===== src/rtl/pmod_ad1_pkg.sv =====
// pmod_ad1_pkg
//   Definitions shared by the PmodAD1 responder and the sensor reader that
//   talks to it.
//   - SAMPLE_W   : converter sample width
//   - LEAD_ZEROS : zero bits sent ahead of the sample MSB
//   - FRAME_W    : total serial word length
//   - state_t    : responder frame state
package pmod_ad1_pkg;

  localparam int SAMPLE_W   = 12;
  localparam int LEAD_ZEROS = 4;
  localparam int FRAME_W    = LEAD_ZEROS + SAMPLE_W;

  typedef enum logic [1:0] {
    IDLE  = 2'd0,
    SHIFT = 2'd1,
    QUIET = 2'd2
  } state_t;

endpackage


===== src/rtl/pmod_sync_edge.sv =====
// pmod_sync_edge
//   Brings an asynchronous pin into the clk domain through STAGES flops.
//   A further flop holds the previous synchronized level, and the rise/fall
//   pulses are registered. The pulses therefore appear STAGES+1 cycles after
//   the pin edge, and each lasts one clk cycle.
// Ports:
//   clk      in  : system clock
//   rst      in  : asynchronous active-high reset
//   async_in in  : pin to synchronize
//   rise     out : one-cycle pulse on a synchronized 0->1 transition
//   fall     out : one-cycle pulse on a synchronized 1->0 transition
module pmod_sync_edge #(
  parameter int   STAGES    = 2,
  parameter logic RESET_VAL = 1'b1
) (
  input  logic clk,
  input  logic rst,
  input  logic async_in,
  output logic rise,
  output logic fall
);

  logic [STAGES-1:0] sync_q, sync_d;
  logic              prev_q, prev_d;
  logic              rise_q, rise_d;
  logic              fall_q, fall_d;

  // The previous level resets to the same idle value as the chain. This way,
  // leaving reset does not produce a spurious edge.
  always_comb begin
    sync_d = {sync_q[STAGES-2:0], async_in};
    prev_d = sync_q[STAGES-1];
    rise_d = sync_q[STAGES-1] & ~prev_q;
    fall_d = ~sync_q[STAGES-1] & prev_q;
  end

  always_ff @(posedge clk or posedge rst) begin
    if (rst) begin
      sync_q <= {STAGES{RESET_VAL}};
      prev_q <= RESET_VAL;
      rise_q <= 1'b0;
      fall_q <= 1'b0;
    end else begin
      sync_q <= sync_d;
      prev_q <= prev_d;
      rise_q <= rise_d;
      fall_q <= fall_d;
    end
  end

  assign rise = rise_q;
  assign fall = fall_q;

endmodule


===== src/rtl/pmod_ad1_responder.sv =====
// pmod_ad1_responder
//   Emulates a dual-channel PmodAD1 (two 12-bit AD7476-style converters that
//   share CS and SCLK). On each CS frame it shifts {LEAD_ZEROS zeros, sample}
//   MSB first onto dDATA1/dDATA2. A new bit is presented after each SCLK
//   falling edge.
// Ports:
//   CLK, RST         : 100 MHz system clock, asynchronous active-high reset
//   CS, SCLK         : reader chip select (active low) and serial clock;
//                      both are asynchronous to CLK
//   SAMPLE1/2        : next sample for each channel
//   SAMPLE_VALID     : writes SAMPLE1/2 into the holding register
//   dDATA1/2         : serial data lines
//   DATA_OE          : high while the converter would be driving its outputs
//   BUSY             : a frame is being shifted
//   FRAME_DONE       : one-cycle pulse after the last bit
//   UNDERRUN         : one-cycle pulse when a frame starts with a stale sample
//   ABORT            : one-cycle pulse when CS rises before the frame ends
// Configuration:
//   PMOD_AD1_RESP_PATTERN_EN : when defined, an internal ramp replaces the
//   sample inputs. Channel 1 carries the counter and channel 2 carries its
//   complement.
module pmod_ad1_responder #(
  parameter int SYNC_STAGES = 2,
  parameter int SAMPLE_W    = pmod_ad1_pkg::SAMPLE_W,
  parameter int LEAD_ZEROS  = pmod_ad1_pkg::LEAD_ZEROS
) (
  input  logic                CLK,
  input  logic                RST,
  input  logic                CS,
  input  logic                SCLK,
  input  logic [SAMPLE_W-1:0] SAMPLE1,
  input  logic [SAMPLE_W-1:0] SAMPLE2,
  input  logic                SAMPLE_VALID,
  output logic                dDATA1,
  output logic                dDATA2,
  output logic                DATA_OE,
  output logic                BUSY,
  output logic                FRAME_DONE,
  output logic                UNDERRUN,
  output logic                ABORT
);

  import pmod_ad1_pkg::*;

  localparam int FRAME_LEN = LEAD_ZEROS + SAMPLE_W;
  localparam int CNT_W     = $clog2(FRAME_LEN);

  logic cs_fall, cs_rise, sclk_fall;
  logic cs_rise_unused, sclk_rise_unused;

  pmod_sync_edge #(.STAGES(SYNC_STAGES), .RESET_VAL(1'b1)) u_cs_sync (
    .clk      (CLK),
    .rst      (RST),
    .async_in (CS),
    .rise     (cs_rise_unused),
    .fall     (cs_fall)
  );

  pmod_sync_edge #(.STAGES(SYNC_STAGES), .RESET_VAL(1'b1)) u_sclk_sync (
    .clk      (CLK),
    .rst      (RST),
    .async_in (SCLK),
    .rise     (sclk_rise_unused),
    .fall     (sclk_fall)
  );

  // The CS synchronizer exposes its rise pulse under a separate name. This
  // keeps the idle-return logic below easy to read.
  assign cs_rise = cs_rise_unused;

  state_t                 state_q, state_d;
  logic [FRAME_LEN-1:0]   shift1_q, shift1_d;
  logic [FRAME_LEN-1:0]   shift2_q, shift2_d;
  logic [CNT_W-1:0]       cnt_q, cnt_d;
  logic                   data1_q, data1_d;
  logic                   data2_q, data2_d;
  logic                   oe_q, oe_d;
  logic                   frame_done_q, frame_done_d;
  logic                   underrun_q, underrun_d;
  logic                   abort_q, abort_d;

  // Values that are captured into the shift registers when a frame starts
  logic [SAMPLE_W-1:0]    load1, load2;
  logic                   load_fresh;

`ifdef PMOD_AD1_RESP_PATTERN_EN
  logic [SAMPLE_W-1:0]    pat_q, pat_d;
  logic                   unused_sample_inputs;

  assign unused_sample_inputs = ^{SAMPLE1, SAMPLE2, SAMPLE_VALID};
  assign load1      = pat_q;
  assign load2      = ~pat_q;
  assign load_fresh = 1'b1;

  // The ramp advances once per completed frame and wraps naturally
  always_comb begin
    pat_d = pat_q;
    if (frame_done_d) begin
      pat_d = pat_q + SAMPLE_W'(1);
    end
  end

  always_ff @(posedge CLK or posedge RST) begin
    if (RST) begin
      pat_q <= '0;
    end else begin
      pat_q <= pat_d;
    end
  end
`else
  logic [SAMPLE_W-1:0]    hold1_q, hold1_d;
  logic [SAMPLE_W-1:0]    hold2_q, hold2_d;
  logic                   fresh_q, fresh_d;

  assign load1      = hold1_q;
  assign load2      = hold2_q;
  assign load_fresh = fresh_q;

  // A write takes priority over the clear at frame start. A sample that
  // arrives in the same cycle as cs_fall therefore stays fresh for the next
  // frame, while the frame being started takes the old value.
  always_comb begin
    hold1_d = hold1_q;
    hold2_d = hold2_q;
    fresh_d = fresh_q;
    if (state_q == IDLE && cs_fall) begin
      fresh_d = 1'b0;
    end
    if (SAMPLE_VALID) begin
      hold1_d = SAMPLE1;
      hold2_d = SAMPLE2;
      fresh_d = 1'b1;
    end
  end

  always_ff @(posedge CLK or posedge RST) begin
    if (RST) begin
      hold1_q <= '0;
      hold2_q <= '0;
      fresh_q <= 1'b0;
    end else begin
      hold1_q <= hold1_d;
      hold2_q <= hold2_d;
      fresh_q <= fresh_d;
    end
  end
`endif

  // Frame state machine. The serial outputs are computed from the next state
  // and registered. This way, dDATA and DATA_OE change together and are
  // free of glitches on the pins.
  always_comb begin
    state_d      = state_q;
    shift1_d     = shift1_q;
    shift2_d     = shift2_q;
    cnt_d        = cnt_q;
    frame_done_d = 1'b0;
    underrun_d   = 1'b0;
    abort_d      = 1'b0;

    case (state_q)
      IDLE: begin
        if (cs_fall) begin
          state_d    = SHIFT;
          shift1_d   = {{LEAD_ZEROS{1'b0}}, load1};
          shift2_d   = {{LEAD_ZEROS{1'b0}}, load2};
          cnt_d      = CNT_W'(FRAME_LEN - 1);
          underrun_d = ~load_fresh;
        end
      end
      SHIFT: begin
        // CS rising takes priority over a simultaneous SCLK fall
        if (cs_rise) begin
          state_d = IDLE;
          abort_d = 1'b1;
        end else if (sclk_fall) begin
          if (cnt_q == '0) begin
            state_d      = QUIET;
            frame_done_d = 1'b1;
          end else begin
            shift1_d = {shift1_q[FRAME_LEN-2:0], 1'b0};
            shift2_d = {shift2_q[FRAME_LEN-2:0], 1'b0};
            cnt_d    = cnt_q - CNT_W'(1);
          end
        end
      end
      QUIET: begin
        if (cs_rise) begin
          state_d = IDLE;
        end
      end
      default: begin
        state_d = IDLE;
      end
    endcase

    oe_d    = (state_d == SHIFT);
    data1_d = (state_d == SHIFT) && shift1_d[FRAME_LEN-1];
    data2_d = (state_d == SHIFT) && shift2_d[FRAME_LEN-1];
  end

  always_ff @(posedge CLK or posedge RST) begin
    if (RST) begin
      state_q      <= IDLE;
      shift1_q     <= '0;
      shift2_q     <= '0;
      cnt_q        <= '0;
      data1_q      <= 1'b0;
      data2_q      <= 1'b0;
      oe_q         <= 1'b0;
      frame_done_q <= 1'b0;
      underrun_q   <= 1'b0;
      abort_q      <= 1'b0;
    end else begin
      state_q      <= state_d;
      shift1_q     <= shift1_d;
      shift2_q     <= shift2_d;
      cnt_q        <= cnt_d;
      data1_q      <= data1_d;
      data2_q      <= data2_d;
      oe_q         <= oe_d;
      frame_done_q <= frame_done_d;
      underrun_q   <= underrun_d;
      abort_q      <= abort_d;
    end
  end

  assign dDATA1     = data1_q;
  assign dDATA2     = data2_q;
  assign DATA_OE    = oe_q;
  assign BUSY       = (state_q == SHIFT);
  assign FRAME_DONE = frame_done_q;
  assign UNDERRUN   = underrun_q;
  assign ABORT      = abort_q;

endmodule


===== config.mk =====
export PLATFORM = sky130hd
export DESIGN_NAME = pmod_ad1_responder
export DESIGN_NICKNAME = d
export VERILOG_FILES = /design/src/rtl/pmod_ad1_pkg.sv /design/src/rtl/pmod_sync_edge.sv /design/src/rtl/pmod_ad1_responder.sv
export SDC_FILE = /design/constraint.sdc
export NUM_CORES = 1
export LEC_CHECK = 0
export CORE_MARGIN = 3
export CORE_UTILIZATION = 55
export CTS_CLUSTER_DIAMETER = 40
export DETAILED_ROUTE_END_ITERATION = 6
export PLACE_DENSITY = 0.79
export SETUP_SLACK_MARGIN = 0.1
export SYNTH_ARGS = -nofsm -noshare
export SYNTH_HDL_FRONTEND = slang
export SYNTH_SLANG_ARGS = --single-unit

===== constraint.sdc =====
create_clock -name CLK -period 3.2 [get_ports CLK]
set_input_delay 0.64 -clock CLK [delete_from_list [all_inputs] [get_ports CLK]]
set_output_delay 0.64 -clock CLK [all_outputs]
set_load 0.01 [all_outputs]

==> out/results.ini <==
[global_routing]
grt_max_degree=79
grt_pass1_wl_um=8540
overflow=0
grt_pass1_vias=1891
grtUsageTotal=0.179
antenna_found_initial=0

[route]
firstDrtPassIters=5
vias=1863
drtIter0Drc=129
routed_via_density=5.40
routed_wl_um=5110
wire_per_inst_um=14.8
drcViolationCount=0
antenna_left=0

[logic_synthesis]
syn_inst=230
ys_ff_latch=78
async_reset_ff_frac=1.00
synthAdderAreaFrac=0.00416
synthMuxAreaShare=0.0898
yosys.area_share.simple=0.109
synth_top_family_by_area=compound AO/OA/AOI/OAI gates
synth_edf_count=0
ys_warn_count=0
synthXorXnorAreaFrac=0.00291
avgSynthCellArea_um2=13.1
ys_seq_area_frac=0.651
synth_fp_nets=260
synth.lib_cells_used.distinct=34
synth_top_flop_cell=dfrtp_1
synth-compound-area-share=0.114
syn_area_mm2=0.00301

[placement]
routabilityCongestion=0.861
postPlaceCellArea_mm2=0.00343
dp.cells=329
place_hpwl_um=3130
dp_slack_ps=1170
portBuffers=35

[clock_network]
cts_buffers=9
clk_latency_ps=350
cts_tree=yes
htree_levels=3
cts-resized-gates=0
clkTransAtPathRegs_ps=80
clockRootBuffer=clkbuf_8
clock_sinks=78
hold_buffers=0
post-cts-setup-buffers=0
clockBufferDepth=2

[die]
dieArea_mm2=0.00639
die_height_um=80.0
placementRows=26
pin_count=36
start_util=0.578
fp.coreArea_mm2=0.00520
fp.dieW_um=80.0

[setup_path]
critical_path_arrival_ps=1760
critPathLaunchType=register
worstSetupEndpointType=output pin
path_max_fanout=6
cp_data_required_time_ps=2560
critical_path_class=register to output pin

[timing]
relSlewSlack=0.657
clock_skew_ps=5.39
worstMarginPinSlew_ps=515
rsz0062_at_grt=no
setup_tns_ps=0
fmax_mhz=417
hold_viol_final=0
hold_ws_ps=358
setup_viol=0
period_needed_ps=2400
drv_slew=0
setup_ws_ps=802
finalCritPeriodShare=0.749

[power]
ir_worst_vdd_mv=0.400
power_frac_seq=0.519
power_switching_mw=0.612
p_per_area_mw_per_mm2=667
internal_power_mw=1.83
p_clk_frac=0.353
power_frac_comb=0.128
power.total_mw=2.44
p_leak_nw=1.67
p_sw_frac=0.250

[outcome]
outcome=complete, no violations

[finish]
antenna_cells=0
final_nets=300
fin_area_mm2=0.00366
layout.cells.non_filler=345
area_delta_synth_final_pct=21.7
drive_above_1_share=0.215
postLayoutCoreUtil=0.704

[flow_run]
cap_violations=0

[hold_path]
hp-class=register to register

-- cells by family after synthesis --
kind of cell / Yosys count
and+or+nand+nor: 68
AOI/OAI and AO/OA: 42
adders and majority gates: 1
xor gates and xnor gates: 1
muxes: 24
buffers and inverters: 16
DFF: 78
-- layer usage --
layer,track usage,wire [µm],up-vias
li1,-,-,876
met1,0.219,2260,924
met2,0.280,2470,52
met3,0.0519,269,11
met4,0.110,119,0
met5,0,0,-
-- layout by cell type, fill, tap and decap left out, drive strengths merged, types with 2 or more instances in the layout --
| cell type | Yosys | final |
|---|---|---|
| a21oi | 2 | 2 |
| a22o | 10 | 10 |
| a22oi | 22 | 22 |
| and2 | 3 | 3 |
| buf | 10 | 5 |
| bufinv | 0 | 3 |
| clkbuf | 1 | 9 |
| clkdlybuf4s50 | 0 | 35 |
| clkinv | 0 | 3 |
| dfrtp | 72 | 72 |
| dfstp | 6 | 6 |
| inv | 5 | 5 |
| mux2 | 24 | 24 |
| nand2 | 48 | 48 |
| nor2 | 6 | 6 |
| nor2b | 3 | 3 |
| nor3b | 2 | 2 |
-- cell usage after synthesis (2+ instances only) --
library cell | number | share of area
dfstp_2 | 6 | 0.052
nor2_1 | 5 | 0.0062
a22oi_1 | 22 | 0.055
inv_1 | 5 | 0.0062
nand2_1 | 48 | 0.060
nor2b_1 | 3 | 0.0062
and2_1 | 3 | 0.0062
dfrtp_1 | 72 | 0.60
buf_4 | 4 | 0.010
buf_2 | 5 | 0.0083
a21oi_1 | 2 | 0.0033
mux2_2 | 24 | 0.090
a22o_1 | 10 | 0.029
-- worst max-delay path, stage by stage (launching register included) --
cell and delay, ps:
dfrtp_1 450, nand2b_1 260, inv_1 160, clkdlybuf4s50_1 550
-- worst paths after layout --
check / startpoint / endpoint / slack, ps / cells past startpoint
max in group asynchronous: RST / u_cs_sync.sync_q[1]$_DFF_PP1_ / 2170 / 3
min in group asynchronous: RST / hold1_q[8]$_DFFE_PP0P_ / 680 / 3
setup / recovery: state_q[1]$_DFF_PP0_ / BUSY / 800 / 3
setup reg to reg: cnt_q[0]$_DFFE_PP0P_ / shift1_q[12]$_DFFE_PP0P_ / 1170 / 6
hold / removal: u_cs_sync.sync_q[0]$_DFF_PP1_ / u_cs_sync.sync_q[1]$_DFF_PP1_ / 360 / 0
hold reg to reg: u_cs_sync.sync_q[0]$_DFF_PP1_ / u_cs_sync.sync_q[1]$_DFF_PP1_ / 360 / 0
-- registers in the layout, indices dropped and copies added, names as in the netlist, 2 cells and up --
name,count
shift1_q,16
hold2_q,12
cnt_q,4
shift2_q,16
state_q,2
hold1_q,12
u_sclk_sync.sync_q,2
u_cs_sync.sync_q,2
-- layout make-up --
class / count / area [µm²]
Clock buffer: 9 / 124
Clock inverter: 7 / 113
Fill cell: 382 / 1540
Inverter: 5 / 18.8
Multi-Input combinational cell: 136 / 961
Sequential cell: 78 / 1960
Tap cell: 70 / 87.6
Timing Repair Buffer: 40 / 400
-- power by group through the flow --
stage | Sequential (mW) | Clock [mW] | Combinational, mW
finish | 1.27 | 0.861 | 0.313
detailed placement | 1.28 | 0 | 0.320
floorplan | 1.25 | 0 | 0.229
global route | 1.29 | 0.926 | 0.359
global placement | 1.27 | 0 | 0.304
CTS | 1.27 | 0.879 | 0.320
(Power assumes the default switching activity.)
==> RTL change 1 (config.mk and constraints unchanged) <==
Encoding of `state_t`: now one-hot (3 bits for 3 states).
--- a/src/rtl/pmod_ad1_pkg.sv
+++ b/src/rtl/pmod_ad1_pkg.sv
@@ -13,6 +13,6 @@
 
-  typedef enum logic [1:0] {
-    IDLE  = 2'd0,
-    SHIFT = 2'd1,
-    QUIET = 2'd2
+  typedef enum logic [2:0] {
+    IDLE  = 3'b001,
+    SHIFT = 3'b010,
+    QUIET = 3'b100
   } state_t;
Formal check against the unedited RTL: same outputs for any inputs over 10 cycles, from zero or initial values and one cycle with RST high; not proved beyond that.
==> RTL change 1 against the original RTL <==
  * Final cell count grew 18%
  * Sequential cell count grew 1
  * Worst setup slack gained 0.029 ns
  * Die area grew 13%
  * Non-clock buffer count grew 6
  * Area after synthesis grew 15%
  * Clock skew grew 0.0018 ns
  * Count of clock-buffer cells in the layout grew 3
  * First-iteration DRC count grew 98%
  * Total power shrank 6.3%
  * Global-route usage grew 2.8 points
  * Via count grew 32%
  * Wire length grew 29%
  * Final area grew 13%
  * Critical path type unchanged
  * Largest cell class unchanged
==> RTL change 1: results (changes against the original RTL) <==
* Status: complete, no violations (unchanged)
* Layout net count at 356 (was 300)
* Synth async-reset ratio at 100% (unchanged)
* Worst EP arrival at 1.73 ns (was 1.76 ns)
* Comb_multi_in at 165 (was 136)
* Leakage at 1.72 nW (was 1.67 nW)
* Period utilization at 74.0% (was 74.9%)
* Non-clk bufs at 46 (was 40)
* # clk buffers at 12 (was 9)
* Sequential cell area share at 48.2% (was 53.5%)
* Signal buffers share of area at 10.8% (was 10.9%)
* Top post-synthesis cells by count: dfrtp_1 (72), o211ai_1 (26), inv_1 (25), nand4_1 (25) (was dfrtp_1 (72), nand2_1 (48), mux2_2 (24))
* First-pass GRT wire length at 12000 um (was 8540 um)
* Final wirelength at 6570 um (was 5110 um)
* Number of ordinary inverters in the final layout at 25 (was 5)
* Final Hold Slack at 0.355 ns (was 0.358 ns)
* Multi-input gate area at 0.00129 mm2 (was 961 um2)
* DP HPWL at 4150 um (was 3130 um)
* Met2 Wirelength at 3140 um (was 2470 um)
* Post-Route Skew at 0.00718 ns (was 0.00539 ns)
* DR WL/cell at 16.2 um (was 14.8 um)
* Layout fillers at 434 (was 382)
* Met3 WL at 318 um (was 269 um)
* Uppermost layer routed: met4 (unchanged)
* Netlist cell types at 37 (was 34)
* Largest net degree at the start of global routing at 40 (was 79)
* GR Layer Usage met1 at 28.6% (was 21.9%)
* Met3 Usage GRT at 3.59% (was 5.19%)
* Power Dens Cells at 555 mW/mm2 (was 667 mW/mm2)
* Register-to-Register Path Depth at 4 (was 6)
* Clock buf/inv share at 5.22% (was 6.45%)
* Initial DRC Count at 256 (was 129)
* GPL Wtd Cong at 0.732 (was 0.861)
* Inst Count DP at 390 (was 329)
* Peak VDD IR at 0.361 mV (was 0.400 mV)
* Metal1 wirelength at 3010 um (was 2260 um)
* Sequential area share after synthesis at 57.6% (was 65.1%)
* Clock Sinks at 79 (was 78)
* Layout cells sized above 1 at 18.4% (was 21.5%)
* Placed Area at 0.00391 mm2 (was 0.00343 mm2)
* Mapped Avg Cell Area at 11.7 um2 (was 13.1 um2)
* Worst Path Max Fanout at 10 (was 6)
* Reg2Reg Capture Point: cnt_q[2]$_DFFE_PP0P_ (was shift1_q[12]$_DFFE_PP0P_)
* Worst-Margin Slew at 0.607 ns (was 0.515 ns)
* Launching point of the worst reg2reg path: state_q[2]$_DFF_PP0_ (was cnt_q[0]$_DFFE_PP0P_)
* Syn Nets at 325 (was 260)
* Largest cells by area after synthesis: dfrtp_1 (52%), mux2_2 (7.8%), o211ai_1 (5.7%), dfstp_2 (5.3%), a22oi_1 (5.2%) (was dfrtp_1 (60%), mux2_2 (9.0%), nand2_1 (6.0%), a22oi_1 (5.5%), dfstp_2 (5.2%))
==> RTL change 1: cell count changes after synthesis, moves of 20 or more <==
cell and change:
clkbuf_1 +21, inv_1 +20, nand2_1 -43, nand4_1 +25
o211ai_1 +26
==> RTL change 1: cell families after synthesis <==
group / count (synthesis) / synth area share, %
DFF: 79 / 57.6
and+or+nand+nor: 64 / 11.9
adders and majority gates: 1 / 0.363
AOI/OAI and AO/OA: 74 / 16.0
muxes: 25 / 8.13
buffers and inverters: 51 / 5.70
xor gates and xnor gates: 1 / 0.254
==> RTL change 1: where the power goes <==
part / total [mW] / internal, mW / switching [mW]
sequential: 1.22 / 1.13 / 0.0956
clock: 0.804 / 0.459 / 0.345
combinational: 0.264 / 0.142 / 0.122
total: 2.29 / 1.73 / 0.563
==> RTL change 1: worst max-delay path, cell delays in order, from the launching register on <==
cell and delay [ns]:
dfrtp_1 0.53, nor3b_1 0.27, clkdlybuf4s50_1 0.58
==> RTL change 2 (same settings) <==
Without the edit above. `SAMPLE_W`: 12 -> 24.
--- a/src/rtl/pmod_ad1_pkg.sv
+++ b/src/rtl/pmod_ad1_pkg.sv
@@ -9,3 +9,3 @@
 
-  localparam int SAMPLE_W   = 12;
+  localparam int SAMPLE_W   = 24;
   localparam int LEAD_ZEROS = 4;
Interface: changed (resized SAMPLE1 and SAMPLE2); port bits go from 36 to 60. The function was not compared with the original's and may differ.
==> RTL change 2 against the original RTL <==
  * Final area is 72% higher
  * Final cell count is 58% higher
  * Sequential cell count is 49 higher
  * Wire length is 82% higher
  * Global-route usage is 1.6 points higher
  * Area after synthesis is 68% higher
  * Worst setup slack better by 0.0065 ns
  * Total power is 92% higher
  * Synthesized cell count is 60% higher
  * Non-clock buffer count is 25 higher
  * Sequential share of layout area is 2.9 points lower
  * Critical path depth is 1 lower
  * Combinational power is 120% higher
==> RTL change 2: results (changes against the original RTL) <==
* Inst Count DP at 512 (was 329)
* Vias in the first global route at 3220 (was 1891)
* Hold path endpoint: u_sclk_sync.sync_q[1]$_DFF_PP1_ (was u_cs_sync.sync_q[1]$_DFF_PP1_)
* CTS buffer count at 17 (was 9)
* First-pass GRT wire length at 15700 um (was 8540 um)
* Non-Filler Instances at 544 (was 345)
* Hold Startpoint: u_sclk_sync.sync_q[0]$_DFF_PP1_ (was u_cs_sync.sync_q[0]$_DFF_PP1_)
* GPL Wtd Cong at 0.756 (was 0.861)
* Slew margin rel. at 28.5% (was 65.7%)
* Largest regs: shift1_q: 28 flops, shift2_q: 28 flops (was shift1_q: 16 flops, shift2_q: 16 flops)
* R2R setup slack at 0.83 ns (was 1.17 ns)
* Top post-synthesis cells by count: dfrtp_1 (121), mux2_2 (48), and3_1 (47) (was dfrtp_1 (72), nand2_1 (48), mux2_2 (24))
* Layout net count at 478 (was 300)
* Layout cells sized above 1 at 22.2% (was 21.5%)
* Final Hold Slack at 0.357 ns (was 0.358 ns)
* Fmax at 418 MHz (was 417 MHz)
* Largest net degree at the start of global routing at 128 (was 79)
* Pre-CTS setup slack at 0.919 ns (was 1.17 ns)
* Register-to-Register Path Depth at 5 (was 6)
* Layout fillers at 614 (was 382)
* Synth async-reset ratio at 100% (unchanged)
* First-pass iteration count of the detailed router at 4 (was 5)
* IO buf count at 59 (was 35)
* Post-Route Skew at 0.00904 ns (was 0.00539 ns)
* Leakage at 2.91 nW (was 1.67 nW)
* Clock transition at path regs at 0.06 ns (was 0.08 ns)
* Initial DRC Count at 200 (was 129)
* Largest cells by area after synthesis: dfrtp_1 (60%), mux2_2 (11%), a221o_1 (9.1%), and3_1 (5.8%), dfstp_2 (3.1%) (was dfrtp_1 (60%), mux2_2 (9.0%), nand2_1 (6.0%), a22oi_1 (5.5%), dfstp_2 (5.2%))
* H-tree Lvls at 4 (was 3)
* Status: complete, no violations (unchanged)
* Cell internal pwr at 3.55 mW (was 1.83 mW)
* Syn Nets at 424 (was 260)
* Peak VDD IR at 0.449 mV (was 0.400 mV)
* Skew-Pair Late Insertion Delay at 0.51 ns (was 0.35 ns)
* Mapped Avg Cell Area at 13.7 um2 (was 13.1 um2)
* Placed Area at 0.00572 mm2 (was 0.00343 mm2)
* DP HPWL at 5370 um (was 3130 um)
RTL change 2: cell types whose count changed after synthesis, moves of 4 or more:
cell      before  now
nand2_1       48   18
clkbuf_1       1   15
dfrtp_1       72  121
nand3_1        0    9
a22oi_1       22    0
mux2_2        24   48
buf_1          0    5
a21oi_1        2    6
a22o_1        10    2
and3_1         1   47
a221o_1        0   46
RTL change 2: logic make-up (layout without fill, tap and decap cells):
| family | count (synthesis) | in the layout | share of synthesized area [%] |
|---|---|---|---|
| fa+ha+maj | 2 | 2 | 0.496 |
| buf+inv | 36 | 103 | 3.40 |
| simple gates | 95 | 95 | 11.0 |
| mux | 48 | 48 | 10.7 |
| compound gates | 61 | 61 | 11.3 |
| flops | 127 | 127 | 63.1 |
RTL change 2: layout make-up:
type	instances	area [um2]	share of cell area, %
clock buffers	26	498	7.91
clock inverters	6	82.6	1.31
inverters	6	26.3	0.417
multi-input cells	206	1730	27.4
flip-flops and latches	127	3190	50.6
well taps	108	135	2.15
repair buffers	65	643	10.2
RTL change 2: critical path, stage by stage (launching register included):
cell and delay, ns:
dfrtp_1 0.46, nor2b_4 0.22, clkdlybuf4s50_1 0.56
RTL change 2: per-layer routing:
layer  vias up  global-route usage [%]  wire (um)
li1       1478                       -          -
met1      1650                    26.8       4120
met2        82                    30.1       4700
met3         5                    5.65        392
met4         0                    6.75         86
met5         -                       0          0
RTL change 2: power by group through the flow:
stage / clock network [mW] / registers (mW) / logic (mW)
after floorplan: 0 / 2.11 / 0.515
after global placement: 0 / 2.17 / 0.652
after detailed placement: 0 / 2.17 / 0.683
after CTS: 1.90 / 2.16 / 0.685
after global routing: 1.97 / 2.20 / 0.751
final: 1.86 / 2.16 / 0.675
